**src/rtl/hazard_ctrl_pkg.sv**
```systemverilog
// -----------------------------------------------------------------------------
// hazard_ctrl_pkg
//   Shared definitions for the pipeline hazard controller: forwarding select
//   codes, controller state encoding and the register-match helper used by the
//   hazard comparators.
//   Configuration macro: HAZARD_FWD_EN (see hazard_ctrl.sv).
// -----------------------------------------------------------------------------
package hazard_ctrl_pkg;

    // Operand source selects for the ID operand muxes.
    localparam logic [1:0] FWD_RF  = 2'd0;  // register file
    localparam logic [1:0] FWD_EX  = 2'd1;  // EX result
    localparam logic [1:0] FWD_MEM = 2'd2;  // MEM result
    localparam logic [1:0] FWD_WB  = 2'd3;  // WB write data

    typedef enum logic [1:0] {
        ST_RUN = 2'd0,
        ST_LU  = 2'd1,
        ST_FRZ = 2'd2
    } state_e;

    // x0 is hard-wired zero, so a write to it can never create a dependency.
    function automatic logic reg_match(input logic [4:0] rs, input logic used,
                                       input logic [4:0] rd, input logic we);
        return used && we && (rd != 5'd0) && (rs == rd);
    endfunction

    // Youngest producer wins: EX holds newer data than MEM, MEM newer than WB.
    function automatic logic [1:0] fwd_pick(input logic hit_ex, input logic hit_mem,
                                            input logic hit_wb);
        if (hit_ex)       return FWD_EX;
        else if (hit_mem) return FWD_MEM;
        else if (hit_wb)  return FWD_WB;
        else              return FWD_RF;
    endfunction

endpackage

```
**src/rtl/hazard_cmp.sv**
```systemverilog
// -----------------------------------------------------------------------------
// hazard_cmp
//   Compares one ID source register against the EX, MEM and WB destinations.
//   Ports:
//     rs, used                 ID source register and its read enable
//     ex_rd/ex_we, mem_rd/mem_we, wb_rd/wb_we
//                              destination register and regfile write enable
//     hit_ex, hit_mem, hit_wb  source depends on that stage's result
// -----------------------------------------------------------------------------
module hazard_cmp
    import hazard_ctrl_pkg::*;
(
    input  logic [4:0] rs,
    input  logic       used,
    input  logic [4:0] ex_rd,
    input  logic       ex_we,
    input  logic [4:0] mem_rd,
    input  logic       mem_we,
    input  logic [4:0] wb_rd,
    input  logic       wb_we,
    output logic       hit_ex,
    output logic       hit_mem,
    output logic       hit_wb
);

    assign hit_ex  = reg_match(rs, used, ex_rd,  ex_we);
    assign hit_mem = reg_match(rs, used, mem_rd, mem_we);
    assign hit_wb  = reg_match(rs, used, wb_rd,  wb_we);

endmodule

```
**src/rtl/hazard_ctrl.sv**
```systemverilog
// -----------------------------------------------------------------------------
// hazard_ctrl
//   Pipeline controller for the 5-stage core. Detects RAW hazards between the
//   ID sources and the EX/MEM/WB destinations and drives forwarding selects,
//   PC / IF/ID stalls, ID/EX hold, and IF/ID + ID/EX flushes. Keeps saturating
//   counters of stall cycles and redirect flushes.
//   Configuration macro: HAZARD_FWD_EN
//     defined   : forwarding from EX/MEM/WB; only a load-use stalls (1 cycle)
//     undefined : no forwarding; any RAW match stalls until it clears
//   Ports:
//     clk, rst_n                     clock, async active-low reset
//     id_rs1/id_rs2, id_rs*_used     ID sources and read enables
//     ex_rd/ex_rf_we/ex_is_load      EX destination, write enable, load flag
//     mem_rd/mem_rf_we, wb_rd/wb_rf_we
//     ex_redirect                    taken branch / jump resolved in EX
//     mem_busy                       multi-cycle DRAM access in progress
//     pc_stall, ifid_stall, ifid_flush, idex_hold, idex_flush
//     fwd_a_sel, fwd_b_sel           operand source selects
//     stall_cnt, flush_cnt           saturating statistics
// -----------------------------------------------------------------------------
module hazard_ctrl
    import hazard_ctrl_pkg::*;
#(
    parameter int CNT_W = 16
) (
    input  logic             clk,
    input  logic             rst_n,
    input  logic [4:0]       id_rs1,
    input  logic [4:0]       id_rs2,
    input  logic             id_rs1_used,
    input  logic             id_rs2_used,
    input  logic [4:0]       ex_rd,
    input  logic             ex_rf_we,
    input  logic             ex_is_load,
    input  logic [4:0]       mem_rd,
    input  logic             mem_rf_we,
    input  logic [4:0]       wb_rd,
    input  logic             wb_rf_we,
    input  logic             ex_redirect,
    input  logic             mem_busy,
    output logic             pc_stall,
    output logic             ifid_stall,
    output logic             ifid_flush,
    output logic             idex_hold,
    output logic             idex_flush,
    output logic [1:0]       fwd_a_sel,
    output logic [1:0]       fwd_b_sel,
    output logic [CNT_W-1:0] stall_cnt,
    output logic [CNT_W-1:0] flush_cnt
);

    logic a_ex, a_mem, a_wb;
    logic b_ex, b_mem, b_wb;

    hazard_cmp u_cmp_rs1 (
        .rs      (id_rs1),
        .used    (id_rs1_used),
        .ex_rd   (ex_rd),
        .ex_we   (ex_rf_we),
        .mem_rd  (mem_rd),
        .mem_we  (mem_rf_we),
        .wb_rd   (wb_rd),
        .wb_we   (wb_rf_we),
        .hit_ex  (a_ex),
        .hit_mem (a_mem),
        .hit_wb  (a_wb)
    );

    hazard_cmp u_cmp_rs2 (
        .rs      (id_rs2),
        .used    (id_rs2_used),
        .ex_rd   (ex_rd),
        .ex_we   (ex_rf_we),
        .mem_rd  (mem_rd),
        .mem_we  (mem_rf_we),
        .wb_rd   (wb_rd),
        .wb_we   (wb_rf_we),
        .hit_ex  (b_ex),
        .hit_mem (b_mem),
        .hit_wb  (b_wb)
    );

    state_e     state;
    state_e     state_next;
    logic       data_stall;
    logic [1:0] sel_a;
    logic [1:0] sel_b;

`ifdef HAZARD_FWD_EN
    // Only a load in EX cannot forward in time; everything else is bypassed.
    assign data_stall = ex_is_load && (a_ex || b_ex);
    assign sel_a      = fwd_pick(a_ex, a_mem, a_wb);
    assign sel_b      = fwd_pick(b_ex, b_mem, b_wb);
`else
    // Without bypass paths the ID stage waits until every producer has retired.
    assign data_stall = a_ex || a_mem || a_wb || b_ex || b_mem || b_wb;
    assign sel_a      = FWD_RF;
    assign sel_b      = FWD_RF;

    logic unused_cfg;
    assign unused_cfg = ex_is_load ^ (state == ST_LU);
`endif

    // Outputs are forced quiet while reset is asserted, independent of the clock.
    assign fwd_a_sel = rst_n ? sel_a : FWD_RF;
    assign fwd_b_sel = rst_n ? sel_b : FWD_RF;

    // Priority: memory freeze > redirect flush > data-hazard stall.
    always_comb begin
        // NOTE: every output gets a default first so no path leaves it unassigned (no latch).
        pc_stall   = 1'b0;
        ifid_stall = 1'b0;
        ifid_flush = 1'b0;
        idex_hold  = 1'b0;
        idex_flush = 1'b0;
        state_next = ST_RUN;
        if (!rst_n) begin
            state_next = ST_RUN;
        end else if (mem_busy) begin
            // Whole front end freezes; a pending redirect stays in EX and is
            // taken in the first cycle the memory releases.
            pc_stall   = 1'b1;
            ifid_stall = 1'b1;
            idex_hold  = 1'b1;
            state_next = ST_FRZ;
        end else if (ex_redirect) begin
            ifid_flush = 1'b1;
            idex_flush = 1'b1;
            state_next = ST_RUN;
        end else if (data_stall) begin
            pc_stall   = 1'b1;
            ifid_stall = 1'b1;
            idex_flush = 1'b1;
            state_next = ST_LU;
        end
    end

    always_ff @(posedge clk or negedge rst_n) begin
        if (!rst_n) begin
            state     <= ST_RUN;
            stall_cnt <= '0;
            flush_cnt <= '0;
        end else begin
            // NOTE: non-blocking assignments so every register samples pre-edge values.
            state <= state_next;
            if (pc_stall && (stall_cnt != '1))
                stall_cnt <= stall_cnt + CNT_W'(1);
            // ifid_flush is only raised by a redirect that is actually taken.
            if (ifid_flush && (flush_cnt != '1))
                flush_cnt <= flush_cnt + CNT_W'(1);
        end
    end

`ifdef HAZARD_FWD_EN
    // The bubble inserted by a load-use stall removes the load from EX, so the
    // same hazard seen again in LU_STALL means the EX stage ignored the flush.
    a_lu_single_cycle: assert property (@(posedge clk) disable iff (!rst_n)
        !(state == ST_LU && data_stall && !mem_busy && !ex_redirect));
`endif

endmodule
```
**config.mk**
```make
export PLATFORM = sky130hd
export DESIGN_NAME = hazard_ctrl
export DESIGN_NICKNAME = d
export VERILOG_FILES = /design/src/rtl/hazard_ctrl_pkg.sv /design/src/rtl/hazard_cmp.sv /design/src/rtl/hazard_ctrl.sv
export SDC_FILE = /design/constraint.sdc
export NUM_CORES = 1
export LEC_CHECK = 0
export ABC_AREA = 1
export BUFFER_PORTS_ARGS = -buffer_cell sky130_fd_sc_hd__buf_4
export CAP_MARGIN = 20
export CORE_UTILIZATION = 35
export DETAILED_ROUTE_END_ITERATION = 8
export GPL_ROUTABILITY_DRIVEN = 0
export GPL_TIMING_DRIVEN = 0
export MAX_ROUTING_LAYER = met4
export SETUP_SLACK_MARGIN = 0.1
export SYNTH_ARGS = -nofsm -noshare
export SYNTH_HDL_FRONTEND = slang
export SYNTH_SLANG_ARGS = --single-unit
```
**constraint.sdc**
```tcl
create_clock -name clk -period 1.8 [get_ports clk]
set_input_delay 0.36 -clock clk [delete_from_list [all_inputs] [get_ports clk]]
set_output_delay 0.36 -clock clk [all_outputs]
set_load 0.02 [all_outputs]
```
* Word level (Yosys, flattened, before mapping)
Cells that the tools add are included.
Word-level totals: input port bits 35, output and inout port bits 41, bits in registers 32, logic and storage cells 52
Operators by class: equality and inequality tests 8, $add $sub $neg 2, muxes and demuxes 12, reductions and logical operators 28
Operators with widths (count):
- $add A16 B1 Y16 const B | 2
- $ne A16 B16 Y1 const B | 2
- $eq A5 B5 Y1 | 6
- $logic_and A1 B1 Y1 | 20
- $reduce_bool A5 Y1 | 3
- $mux W1 | 12
- $logic_or A1 B1 Y1 | 5

* Depth between registers and ports, before layout
Gate-level depths: netlist of run 1.
word-level depth 13, gate-level depth with buffers 14, gate-level depth less buffers 13

* Modules after synthesis
Synthesis of run 1 repeated with hierarchy kept, for this count alone.
Second synthesis, totals: cells, all modules 484, area, all modules 2783.9 um^2
Modules (own cells, without submodules):
- hazard_ctrl | times used 1, cells an instance 320, sequential area each 800.8 um^2, area each 2140.8 um^2
- hazard_cmp | times used 2, cells an instance 82, sequential area each 0.0 um^2, area each 321.6 um^2

* Least setup slack after synthesis of run 1
No wires, ideal clock.
path kind input -> output, from input ex_rd[3], to output pc_stall, slack -60 ps, data required time 1440 ps, stages 9, data arrival time 1500 ps, buffers on the path 1, cells stage by stage or2_1 nor2_2 nor2_1 nand2_2 nand2_2 nor2_4 nand3_4 and2_1 buf_4
On the way: longest elaborated chain between the ends 12, elaborated cells between the ends (all ways) 16, those cells by class eq/ne: 2; mux: 4; reduce/logical: 10
RTL lines:
- from (decl) | line hazard_ctrl.sv:32 | input logic [4:0] ex_rd,
- $reduce_bool A5 Y1 | line hazard_ctrl_pkg.sv:25 | return used && we && (rd != 5'd0) && (rs == rd);
- $logic_and A1 B1 Y1 (2 in series) | line hazard_ctrl_pkg.sv:25
- $logic_or A1 B1 Y1 (2 in series) | line hazard_ctrl.sv:96 | assign data_stall = a_ex || a_mem || a_wb || b_ex || b_mem || b_wb;
- $logic_or A1 B1 Y1 (*) (3 in series) | line hazard_ctrl.sv:96
- $mux W1 (*) (4 in series)
- to (decl) | line hazard_ctrl.sv:41 | output logic pc_stall,
Every way passes the cells marked *; elsewhere a longest branch is shown, timed or not.

* Worst setup path in the final report of run 1
from input ex_rd[4], to output pc_stall
On the way: longest elaborated chain between the ends 12, elaborated cells between the ends (all ways) 16, those cells by class eq/ne: 2; mux: 4; reduce/logical: 10
RTL lines:
- $reduce_bool A5 Y1 | line hazard_ctrl_pkg.sv:25
- $logic_and A1 B1 Y1 (2 in series) | line hazard_ctrl_pkg.sv:25
- $logic_or A1 B1 Y1 (2 in series) | line hazard_ctrl.sv:96
- $logic_or A1 B1 Y1 (*) (3 in series) | line hazard_ctrl.sv:96
- $mux W1 (*) | line hazard_ctrl.sv:130 | end else if (data_stall) begin
- $mux W1 (*) | line hazard_ctrl.sv:126 | end else if (ex_redirect) begin
- $mux W1 (*) | line hazard_ctrl.sv:119 | end else if (mem_busy) begin
- $mux W1 (*) | line hazard_ctrl.sv:117 | if (!rst_n) begin
Marked as above.

==> run metrics, run 1 <==
Final Hold Violating Endpoints 0; final setup violation count 2; grt total ovfl 0; Lkg Pwr 1.980 nW; IO Port Bufs 70; clk sink count 32; GRT Total Usage 19.86%; footprint of the multi-input gates 1640 sq um; fmax 523.4 MHz; PwrDens 694.4 nW/um^2; Post-DRT Antenna Nets 0; final worst slack -110.8 ps; Worst setup SP type input pin; FF/Latch Area 804.5 sq um; nets 529; skew final 4.280 ps; DR vias 2750; crit path kind in -> out; post-synthesis register bit count 32; initial core utilization 36.83%; peak supply drop 0.0006283 V; Max-Cap Viols 0; clock tree root buffer cell clkbuf_8; CTS tree done; Crit Path Max Fanout 2; Slew Limit Fails 0; DP Wirelength 5204 microns; Syn Area/Cell 6.591 sq um; die height 87.48 microns; Cell Area, Synth 2557 sq um; clk_lat worst skew 280 ps; # diodes 0; Util after Layout 53.75%; sequential area share after synthesis 31.31%; Area growth syn-to-layout 45.94%; RSZ-0062 raised after global routing true; internal reg-to-reg setup slack 220 ps; Layout fillers 680; Ys Warns 0; DRT Pass-1 Iters 4; chip width 87.48 microns; Clock Path Buffers 2; H-tree levels 2; Mapped Cells 388; Residual DRC 0; antenna violations before repair 0; die area 7653 sq um; core area 6944 sq um; critical path data arrival time 1550 ps; layout cells sized above 1 33.87%; worst hold path class in -> async; vias in the first global route 2513; Starting DRT DRC Count 119; setup tns final -148.9 ps; drt total wl 7185 microns; Critical Path Sink Type output pin; FP Rows 30; largest net degree at the start of global routing 33; Overall Power 2.592 mW; commonest non-fill, non-tap cells in the layout nand2_1, buf_4, inv_1, dfrtp_1, nor2_1; fin crit share 106.2%; Required @ worst endpoint 1440 ps; Final min period 1911 ps; Wirelength per Cell 12.20 microns; vias per inst 4.669; status finished with violations; failing checks setup timing; first-pass GRT wire length 11480 microns; io pins 76; Clock transition at path regs 70 ps; commonest non-fill, non-tap cell in the layout nand2_1; Netlist cell types 28; total CTS buffers 5
critical path, stage by stage:
cell and delay [ps]:
buf_8 100, or2_4 250, nor2_4 80, nor2_1 40, nand2_1 60, nand2_2 70
nor2_4 130, nand3_4 80, and2_4 150, buf_6 100, buf_6 120
synth_stat cells:
cell type / number / share of area (%)
nand2_1: 134 / 20
inv_1: 54 / 7.9
nor2_1: 35 / 5.1
dfrtp_1: 32 / 31
nand3_1: 24 / 4.7
nand4_1: 20 / 4.9
xor2_1: 17 / 5.8
xnor2_1: 14 / 4.8
nand2_2: 13 / 3.2
nor3_1: 10 / 2.0
a21oi_1: 6 / 1.2
buf_4: 5 / 1.5
o21ai_0: 4 / 0.78
clkbuf_1: 2 / 0.29
ha_1: 2 / 0.98
nand3_4: 2 / 1.4
nor2_2: 2 / 0.49
nor4_1: 2 / 0.49
a21oi_2: 1 / 0.34
and2_1: 1 / 0.24
buf_12: 1 / 0.78
buf_2: 1 / 0.20
conb_1: 1 / 0.15
nand3b_1: 1 / 0.29
nand4_2: 1 / 0.49
nor2_4: 1 / 0.44
nor3_2: 1 / 0.39
or2_1: 1 / 0.24
metal layers:
layer  global-route usage (%)  vias to the layer above  wire length [microns]
li1                         -                     1413                      -
met1                    26.20                     1257                   3373
met2                    31.61                       70                   3358
met3                    4.171                       10                    361
met4                    3.726                        0                     91
met5                        -                        -                      0
layout make-up:
class                           count  area share (%)
Buffer                              9           2.280
Clock buffer                        6           1.944
Clock inverter                      2          0.9387
Inverter                           54           5.498
Multi-Input combinational cell    296           43.95
Sequential cell                    32           21.56
Tap cell                           96           3.218
Timing Repair Buffer               94           20.62
final timing paths:
kind	end	depth (start not counted)	start
max in group asynchronous	stall_cnt[0]	2	rst_n
max reg2reg	stall_cnt[11]	8	stall_cnt[0]
min	stall_cnt[1]	2	rst_n
min reg2reg	stall_cnt[8]	2	stall_cnt[8]
min in group clk	stall_cnt[2]	4	ex_redirect
max	pc_stall	11	ex_rd[4]
state kept, by name, indices dropped and copies added (netlist names):
register	count
stall_cnt	16
flush_cnt	16
metrics by stage:
| step | hold WS, ps | worst slack (ps) | instance area, sq um | instances |
|---|---|---|---|---|
| 2_1_floorplan | 64.41 | 51.71 | 2581 | 391 |
| 3_3_place_gp | 342.0 | -388.7 | 3227 | 557 |
| 3_5_place_dp | 341.4 | -398.9 | 3227 | 557 |
| 4_1_cts | 6.633 | -121.4 | 3473 | 568 |
| 5_1_grt | 9.381 | -185.6 | 3732 | 589 |
| 6_report | 7.653 | -110.8 | 3732 | 589 |
power breakdown:
part | leakage [nW] | internal (mW) | switching, mW
Clock | 0.0552 | 0.411 | 0.271
Combinational | 1.51 | 0.473 | 0.492
Sequential | 0.411 | 0.812 | 0.133
Total | 1.98 | 1.70 | 0.896
what timing repair did:
| action | CTS | global route |
|---|---|---|
| pin swaps | 13 | 19 |
| endpoints found under the setup margin | 27 | 20 |
| gates resized for setup | 31 | 29 |
| endpoints found under the hold margin | 32 | 0 |
| hold buffers | 1 | 0 |
| setup buffers | 2 | 20 |
| cloned | 0 | 1 |
logic make-up after synthesis:
kind of cell             after synthesis  synth area share [%]
other                                  1                0.1466
adder cells (fa/ha/maj)                2                0.9783
flip-flops                            32                 31.31
AO/OA/AOI/OAI                         11                 2.300
XOR/XNOR                              31                 10.62
buffers and inverters                 63                 10.67
AND/OR/NAND/NOR                      248                 43.98
No activity file was read; power rests on OpenSTA's default activity.
==> inputs of run 2 (changes only) <==
--- a/config.mk
+++ b/config.mk
@@ -5,7 +5,7 @@
 export SDC_FILE = /design/constraint.sdc
 export NUM_CORES = 1
 export LEC_CHECK = 0
-export ABC_AREA = 1
+export ABC_AREA = 0
 export BUFFER_PORTS_ARGS = -buffer_cell sky130_fd_sc_hd__buf_4
 export CAP_MARGIN = 20
 export CORE_UTILIZATION = 35
==> run metrics, run 2 <==
status finished with violations; failing checks setup timing; Max-Cap Viols 0 (unchanged); Final Cell Area 2998 sq um (-20%); FP Rows 27 (-10%); Ys Warns 0 (unchanged); Starting DRT DRC Count 37 (-69%); Async SR Flop Fraction 100.0% (unchanged); vias in the first global route 1787 (-29%); Clock transition at path regs 70 ps (about the same); io pins 76 (unchanged); CP top delay family simple AND/OR/NAND/NOR gates; Cell Area, Synth 1996 sq um (-22%); clock tree root buffer cell clkbuf_8; PwrDens 798.1 nW/um^2 (+15%); RSZ-0062 raised after global routing true; vias per inst 4.874 (+4.4%); CP most frequent cell buf_6; Place WS -729.9 ps (-331.1 ps); IO Port Bufs 70 (unchanged); Syn Area/Cell 10.13 sq um (+54%); Util after Layout 54.44% (+0.69 points); H-tree levels 2 (unchanged); Final Hold Violating Endpoints 0 (unchanged); Clock Path Buffers 2 (unchanged); most area-hungry cell type in the Yosys netlist dfrtp_1; largest cells by area after synthesis dfrtp_1, xnor2_1, nand4_1; Slew Limit Fails 0 (unchanged); Largest regs flush_cnt x16, stall_cnt x16; die height 77.51 microns (-11%); final setup violation count 19 (+17); crit path kind in -> out; Lkg Pwr 1.321 nW (-33%); count leader, synth xnor2_1; Netlist cell types 36 (+29%); Critical Path Sink Type output pin; Required @ worst endpoint 1440 ps (about the same); fin crit share 136.6% (+30 points); commonest non-fill, non-tap cells in the layout buf_4, xnor2_1, dfrtp_1, nand2_1, nand4_1; worst hold path class in -> async; DR vias 1779 (-35%); met3 usage in global routing 4.235% (+0.065 points); initial core utilization 36.24% (-0.59 points); reg2reg path depth 9 (+1); peak supply drop 0.0004118 V (-34%); die area 6008 sq um (-21%); clk_lat worst skew 290 ps (about the same); first-pass GRT wire length 8328 microns (-27%); DRT Pass-1 Iters 4 (unchanged); clk sink count 32 (unchanged); most frequent cells after synthesis xnor2_1, dfrtp_1, nand2_1, nand4_1, nand3_1; Residual DRC 0 (unchanged); Post-synth EDFFs 0 (unchanged); Area growth syn-to-layout 50.22%; critical path data arrival time 2100 ps (+550 ps); Final min period 2460 ps (+548.9 ps); final worst slack -659.7 ps (-548.9 ps); core area 5507 sq um (-21%); commonest non-fill, non-tap cell in the layout buf_4; skew final 10.94 ps (+6.658 ps); Worst path max stage delay 520 ps (+270 ps); post-synthesis register bit count 32 (unchanged); CTS tree done; crit-path cells buf_4 -> or4_4 -> o21a_1 -> a222oi_1 -> and2b_2 -> nor2_4 -> buf_6 -> buf_6; Max stage delay cell, worst path or4_4; DP Wirelength 3655 microns (-30%); fmax 406.6 MHz (-22%); GRT Total Usage 18.36% (-1.5 points); nets 329 (-38%); placed cell area 2676 sq um (-17%); drt total wl 5070 microns (-29%); Crit Path Max Fanout 3 (+1); total CTS buffers 5 (unchanged); met1 usage 22.27% (-3.9 points); sequential area share after synthesis 40.13% (+8.8 points); GR Util met2 30.00% (-1.6 points); Post-DRT Antenna Nets 0 (unchanged); # diodes 0 (unchanged); Worst setup SP type input pin; Synth top area share 40.13% (+8.8 points); GR peak layer met2; Worst Path Buf+Inv 3 (unchanged); WHS 28.70 ps (+21.04 ps); chip width 77.51 microns (-11%); Final Non-Filler Cells 365 (-38%); layout cells sized above 1 47.10% (+13 points); grt total ovfl 0 (unchanged); Wirelength per Cell 13.89 microns (+14%); Mapped Cells 197 (-49%); antenna violations before repair 0 (unchanged); dpl cells 342 (-39%); number of cells on the critical path 8 (-3); largest net degree at the start of global routing 33 (unchanged); Main synth FF type dfrtp_1
## run 2: cell count changes after synthesis, sizes merged, moves of 6 or more
| cell | previous run | this run |
|---|---|---|
| a21oi | 7 | 0 |
| and3 | 0 | 6 |
| inv | 54 | 5 |
| nand2 | 147 | 19 |
| nand3 | 26 | 15 |
| nand4 | 21 | 14 |
| nor2 | 38 | 6 |
| nor3 | 11 | 1 |
| xnor2 | 14 | 55 |
| xor2 | 17 | 3 |
## run 2: worst reg2reg max path, cell delays in order, from the launching register on
cell       delay, ps
dfrtp_2          400
ha_2             210
and4_4           250
nand3_2          110
o31ai_4          240
nand2b_1         190
o22ai_4          110
bufbuf_16        300
nand2_2           50
xnor2_1          120
## run 2: metal layers
metal,wire length (microns),vias up
met1,2326,837
met4,80,0
li1,-,869
met2,2365,64
met5,0,-
met3,297,9
## run 2: power by group
part | total (mW) | leakage (nW) | switching [mW] | internal (mW)
Clock | 0.546 | 0.0479 | 0.277 | 0.269
Sequential | 1.01 | 0.410 | 0.170 | 0.842
Combinational | 0.835 | 0.863 | 0.399 | 0.436
## run 2: cells by family after synthesis
group | share of synthesized area, %
compound gates | 6.645
buf+inv | 3.386
simple gates | 21.25
fa+ha+maj | 1.254
other cells | 0.1879
xor+xnor | 25.45
flops | 40.13
mux | 1.693
## run 2: final cells by class
type / count / area (sq um)
tap: 72 / 90.09
inverter: 5 / 18.77
sequential: 32 / 809.5
fill: 517 / 2509
clock inverter: 3 / 18.77
multi-input combinational: 157 / 1241
timing repair buffer: 85 / 694.4
clock buffer: 5 / 68.82
buffer: 6 / 56.30
## run 2: metrics by stage
| step | TNS (ps) | power (mW) |
|---|---|---|
| 6_report | -5491 | 2.392 |
| 5_1_grt | -7536 | 2.522 |
| 4_1_cts | -5159 | 2.388 |
| 3_5_place_dp | -8860 | 1.777 |
| 3_3_place_gp | -8207 | 1.771 |
| 2_1_floorplan | -2307 | 1.416 |
## run 2: timing repair
action                     4_1_cts  5_1_grt
resized for setup               14       10
pin swaps                        6        6
hold buffers                     1        0
hold endpoints to repair        32        0
setup endpoints to repair       31       24
cloned                           1        0
setup buffers                    8        5
## run 2: worst paths after layout
path | startpoint | end | slack, ps
min in group clk | flush_cnt[8] | flush_cnt[8] | 490
max reg2reg | stall_cnt[0] | stall_cnt[7] | -270
min | rst_n | stall_cnt[14] | 30
max in group asynchronous | rst_n | flush_cnt[0] | 1590
max | mem_rd[1] | pc_stall | -660
min reg2reg | flush_cnt[8] | flush_cnt[8] | 490
